### src/rtl/acc_ff.sv
// Registered unsigned accumulator: sums LEN products and hands out each sum
// over a valid/ready handshake, with a sticky carry-out flag per sum.
module acc_ff #(
  parameter int unsigned BWOP = 32,
  parameter int unsigned ACCW = 40,
  parameter int unsigned LEN  = 8,
  localparam int unsigned CW  = $clog2(LEN + 1)
) (
  input  logic            clk,
  input  logic            rst,
  input  logic            clr,
  input  logic            in_valid,
  input  logic [BWOP-1:0] in_c,
  output logic            in_ready,
  output logic            out_valid,
  input  logic            out_ready,
  output logic [ACCW-1:0] out_sum,
  output logic            out_ovf,
  output logic [CW-1:0]   beat_cnt
);

  typedef enum logic {
    ACC  = 1'b0,
    HOLD = 1'b1
  } state_t;

  state_t            state, state_n;
  logic [ACCW-1:0]   acc, acc_n;
  logic              ovf, ovf_n;
  logic [CW-1:0]     cnt_n;
  logic [ACCW-1:0]   sum_n;
  logic              sum_ovf_n;
  logic [ACCW:0]     add;

  // State and all outputs are registered; in_ready/out_valid track the next state.
  always_ff @(posedge clk or negedge rst) begin
    if (!rst) begin
      state     <= ACC;
      acc       <= '0;
      ovf       <= 1'b0;
      beat_cnt  <= '0;
      out_sum   <= '0;
      out_ovf   <= 1'b0;
      in_ready  <= 1'b1;
      out_valid <= 1'b0;
    end else begin
      state     <= state_n;
      acc       <= acc_n;
      ovf       <= ovf_n;
      beat_cnt  <= cnt_n;
      out_sum   <= sum_n;
      out_ovf   <= sum_ovf_n;
      in_ready  <= (state_n == ACC);
      out_valid <= (state_n == HOLD);
    end
  end

  // Next-state and datapath; the extra top bit of add is the carry out.
  always_comb begin
    state_n   = state;
    acc_n     = acc;
    ovf_n     = ovf;
    cnt_n     = beat_cnt;
    sum_n     = out_sum;
    sum_ovf_n = out_ovf;
    add       = {1'b0, acc} + (ACCW + 1)'(in_c);

    if (clr) begin
      state_n   = ACC;
      acc_n     = '0;
      ovf_n     = 1'b0;
      cnt_n     = '0;
      sum_n     = '0;
      sum_ovf_n = 1'b0;
    end else begin
      case (state)
        ACC: begin
          if (in_valid) begin
            if (beat_cnt == CW'(LEN - 1)) begin
              sum_n     = add[ACCW-1:0];
              sum_ovf_n = ovf | add[ACCW];
              acc_n     = '0;
              ovf_n     = 1'b0;
              cnt_n     = '0;
              state_n   = HOLD;
            end else begin
              acc_n = add[ACCW-1:0];
              ovf_n = ovf | add[ACCW];
              cnt_n = beat_cnt + CW'(1);
            end
          end
        end
        HOLD: begin
          if (out_ready) state_n = ACC;
        end
        default: state_n = ACC;
      endcase
    end
  end

endmodule

### config.mk
export PLATFORM = sky130hd
export DESIGN_NAME = acc_ff
export DESIGN_NICKNAME = d
export VERILOG_FILES = /design/src/rtl/acc_ff.sv
export SDC_FILE = /design/constraint.sdc
export NUM_CORES = 1
export LEC_CHECK = 0
export ABC_AREA = 1
export ABC_CLOCK_PERIOD_IN_PS = 2380
export CORE_ASPECT_RATIO = 1.2
export CORE_UTILIZATION = 25
export CTS_CLUSTER_DIAMETER = 30
export DETAILED_ROUTE_END_ITERATION = 8
export PLACE_DENSITY = 0.41
export SYNTH_ARGS = -nofsm -noshare
export SYNTH_HDL_FRONTEND = slang
export SYNTH_SLANG_ARGS = --single-unit
### constraint.sdc
create_clock -name clk -period 2.38 [get_ports clk]
set_input_delay 0.714 -clock clk [delete_from_list [all_inputs] [get_ports clk]]
set_output_delay 0.714 -clock clk [all_outputs]
set_load 0.1 [all_outputs]
Word level (Yosys, flattened, before mapping). Cells that the tools add are included.

Add/subtract/negate cells: 2. Equal/unequal tests: 2. Mux-type cells: 25. Bitwise logic cells: 3. Reduce and logical (&&, ||, !) cells: 4.

Operators with widths (number): $mux W40 (8); $add A40 B32 Y41 (1); $mux W4 (4); $mux W1 (12); $add A4 B1 Y4 const B (1); $eq A4 B3 Y1 const B (1); $reduce_bool A2 Y1 (2); $reduce_and A3 Y1 (1); $ne A2 B2 Y1 const B (1); $not A1 Y1 (2); $pmux W1 S2 (1); $reduce_and A2 Y1 (1); $or A1 B1 Y1 (1).

Register bits after elaboration: 88. Input bits: 37. Output and inout bits: 47. Word-level logic and storage cells: 43.

Depth between registers and ports, before layout.
Word-level depth: 6. Depth in mapped cells: 15. Mapped depth without buffers: 15.

Worst setup path before layout. No wires, ideal clock.

Path type: in2reg. Start: input port in_c[0]. End: register out_ovf. Library setup time: 0.120 ns. Data arrival time: 2.165 ns. Data required time: 2.260 ns. Slack: 0.096 ns. Stages: 14. Path buffers: 0. Path through: ha_1 fa_1 nand3_1 nand3_2 nand2_1 nand3_1 nand2_1 nand2_1 nand2_1 nand2_1 nand2_1 nand2_1 nand2_1 nand2_1.

Cells in the longest elaborated chain, start to end: 6.

RTL lines: from (decl) (line 13) `input logic [BWOP-1:0] in_c,`; $add A40 B32 Y41 (line 66) `add = {1'b0, acc} + (ACCW + 1)'(in_c);`; $or A1 B1 Y1 (line 81) `sum_ovf_n = ovf | add[ACCW];`; $mux W1 (line 79) `if (beat_cnt == CW'(LEN - 1)) begin`; $mux W1 (line 78) `if (in_valid) begin`; $mux W1 (line 76) `case (state)`; $mux W1 (line 68) `if (clr) begin`; to (signal assigned) (line 52) `out_ovf <= sum_ovf_n;`; to (decl) (line 18) `output logic out_ovf,`.

Every way passes these cells. The select of a mux whose other input is x is not followed. A chain may end at the register's enable or synchronous reset.

Worst setup path in the final report.
Start: input port in_c[25]. End: register acc[34].

Cells in the longest elaborated chain, start to end: 5.

RTL lines: $add A40 B32 Y41 (line 66); $mux W40 (line 79); $mux W40 (line 78); $mux W40 (line 76); $mux W40 (line 68); to (signal assigned) (line 48) `acc <= acc_n;`; to (decl) (line 28) `logic [ACCW-1:0] acc, acc_n;`.

Every way passes these cells. The select of a mux whose other input is x is not followed.

==> summary.txt <==
Synthesis
  • Top cell type's share of synthesized area: 35.9%
  • Share of the synthesized netlist area taken by xor and xnor gates: 2.45%
  • Synth top area cells: dfrtp_1, nand2_1, inv_1
  • Complex-gate fraction of the synthesized area: 6.52%
  • Yosys warns: 0
  • Post-synthesis sequential area ratio: 36.3%
  • Cells after synthesis: 911
  • Post-Syn Area: 6070 um^2
  • Asr flop ratio synth: 100%
  • Post-synthesis area per instance: 6.66 um^2
  • Syn_nets: 982
  • Area leader, netlist: dfrtp_1
  • Mux cell area share after synthesis: 0%
  • Number of synthesized flops with an enable pin: 0
  • Unique cell type count in the Yosys netlist: 35
  • Main combinational cell family by area after synthesis: simple AND/OR/NAND/NOR gates
  • Synthesized flop and latch total: 88
  • Most common flop cell mapped by yosys: dfrtp_1
  • Simple logic cell fraction of the synthesized area: 38.5%
  • Share of synthesized cell area in full adder, half adder and majority cells: 7.13%

Global route
  • Gr usage total: 16.9%
  • Initial antenna violation count: 0
  • Largest net degree at the start of global routing: 89
  • Wire length of the first global-routing pass: 32,000 um
  • Leftover overflow at the end of global routing: 0
  • Number of global-route vias before repair: 6,141

Timing
  • Fin Clk Skew: 0.0124 ns
  • Max Fclk: 440 MHz
  • Total of endpoints with negative setup slack in the final report: 0
  • Min Tclk post-route: 2.27 ns
  • Final-report hold violation count: 0
  • Pins over their slew limit: 0
  • Transition time at the pin with the least slew margin: 0.497 ns
  • Total negative slack: 0 ns
  • Portion of the clock cycle consumed by the worst path in the final layout: 95.5%
  • Remaining max-slew budget at the tightest pin: 66.9%
  • Worst hold slack: 0.397 ns

Run
  • # Max-Cap Violations: 0

Drt
  • Number of routed nets with antenna violations: 0
  • Number of vias after detailed routing: 6,052
  • Wire length reported by the detailed router: 20,400 um
  • Average wire length per cell after detail routing: 14.4 um
  • Number of DRC violations after detailed-routing iteration 0: 260
  • Remaining routing DRC violations: 0
  • 1st-pass router iterations: 4
  • Number of vias per cell: 4.27

Cells and area
  • Final #Nets: 1,163
  • Commonest non-fill, non-tap cell in the layout: nand2_1
  • Area of the multi-input gates: 4090 um^2
  • Area added between synthesis and finish: 49.4%
  • Flip-flop and latch area: 2200 um^2
  • Count of inserted antenna diode cells: 0
  • Count of placed standard cells in the final layout, fillers left out: 1,417
  • Final Util: 37.9%
  • Share of cells above drive strength 1: 28.3%
  • Leading cell types in the layout, fill and taps excluded: nand2_1, buf_4, inv_1
  • # fillers: 2,636

Clock network
  • Total number of clock tree sinks: 88
  • Latest clock arrival within the worst-skew pair: 0.36 ns
  • Clock tree root buffer cell: clkbuf_16
  • Hold-fix buffers at CTS: 0
  • Number of buffers inserted during clock tree synthesis: 9
  • Maximum clock path buffer count: 2
  • Max H-tree Level: 3
  • CTS clock-pin slew for the worst setup and hold paths: 0.07 ns
  • Clock tree from TritonCTS: done

Floorplanning
  • Die W: 144 um
  • Initial Util: 25.4%
  • Cell row count: 62
  • Core area: 23,900 um^2
  • Boundary pin count: 84
  • Height of the die: 173 um
  • Die Footprint: 24,900 um^2

Critical path
  • Crit start category: input pin
  • Critical path start-end classification: in2reg
  • Internal reg-to-reg setup slack: 0.33 ns
  • FF-to-FF Start: acc[0]$_DFFE_PN0P_
  • CP Data Required Time: 2.62 ns
  • Critical-path maximum fanout: 5
  • Worst path arrival time: 2.52 ns
  • Critical R2R Capture: acc[28]$_DFFE_PN0P_
  • Type of destination of the critical path: flop
  • R2r worst-path depth: 11

Power
  • Max IR drop VDD: 0.000335 V
  • Total power of the final layout: 5.46 mW
  • Leakage power total: 4.80 nW
  • Power density cells: 602 nW/um^2

Placed design
  • Final HPWL DP: 15,400 um
  • Count of placed standard cells including taps: 1,395
  • Routability Congestion: 0.843
  • Input/output buffers: 83

Hold path
  • Class of the tightest hold or removal check: in2async

Outcome
  • Status: finished clean
-- stage by stage --
| step | worst slack [ns] | cell area [um^2] |
|---|---|---|
| global placement | -0.580 | 7910 |
| floorplan | 0.0957 | 6070 |
| global route | -0.0152 | 9070 |
| CTS | -0.00443 | 8590 |
| finish | 0.108 | 9070 |
| detailed placement | -0.592 | 7910 |
-- Yosys cell counts (3+ instances only) --
cell type	n
nand2_1	377
inv_1	121
dfrtp_1	87
nand3_1	72
nor2_1	68
ha_1	33
o21ai_0	31
a21oi_1	28
xnor2_1	13
nand3b_1	11
buf_2	8
nor3_1	8
o21ai_1	8
clkbuf_1	5
nor4_1	5
inv_2	4
xor2_1	4
nand3_2	3
-- worst max-delay path by stage --
| stage | startpoint | end | slack (ns) | depth (start not counted) |
|---|---|---|---|---|
| final | in_c[25] | acc[34]$_DFFE_PN0P_ | 0.11 | 12 |
| after global routing | in_c[6] | out_sum[34]$_DFFE_PN0P_ | -0.02 | 14 |
| after CTS | in_c[3] | acc[28]$_DFFE_PN0P_ | -0.004 | 12 |
| after detailed placement | in_c[0] | out_sum[30]$_DFFE_PN0P_ | -0.59 | 14 |
| after global placement | in_c[0] | acc[14]$_DFFE_PN0P_ | -0.58 | 12 |
| after floorplan | in_c[0] | out_ovf$_DFFE_PN0P_ | 0.1 | 14 |
-- critical path, cell delays in order --
cell	delay [ns]
clkdlybuf4s50_1	0.51
ha_4	0.23
nand2_1	0.14
inv_1	0.05
nand2_1	0.06
nand2_1	0.07
a21oi_1	0.19
nor2_1	0.08
nor2_1	0.16
nand3_1	0.15
nand3_1	0.11
nand2_1	0.05
-- metal layers --
layer | global-route usage (%) | wire [um]
met5 | 0 | 0
met4 | 5.26 | 344
met3 | 2.19 | 417
met2 | 29.8 | 10400
met1 | 20.9 | 9200
-- kinds of logic after synthesis --
logic type / count (synthesis)
AO/OA/AOI/OAI: 75
XOR/XNOR: 17
adder cells (fa/ha/maj): 34
buffers and inverters: 141
flip-flops: 88
AND/OR/NAND/NOR: 556
-- where the power goes --
part | switching [mW] | internal [mW]
sequential | 0.104 | 1.59
clock | 0.693 | 0.831
combinational | 1.21 | 1.04
-- what timing repair did --
action	in CTS	in global routing
endpoints found under the setup margin	60	62
pin swaps	14	23
gates resized for setup	68	105
buffers inserted	3	3
cloned	0	0
-- flip-flops by register name (all words and copies together) (netlist names) --
signal,flops
acc,40
beat_cnt,4
in_ready,1
out_ovf,1
out_sum,40
ovf,1
state,1
-- layout make-up --
| type | instances | share of cell area, % |
|---|---|---|
| Clock buffer | 9 | 2.48 |
| Clock inverter | 7 | 0.856 |
| Inverter | 125 | 5.18 |
| Multi-Input combinational cell | 682 | 45.1 |
| Sequential cell | 88 | 24.3 |
| Tap cell | 320 | 4.42 |
| Timing Repair Buffer | 186 | 17.7 |
Power figures use the tool's default switching activity.
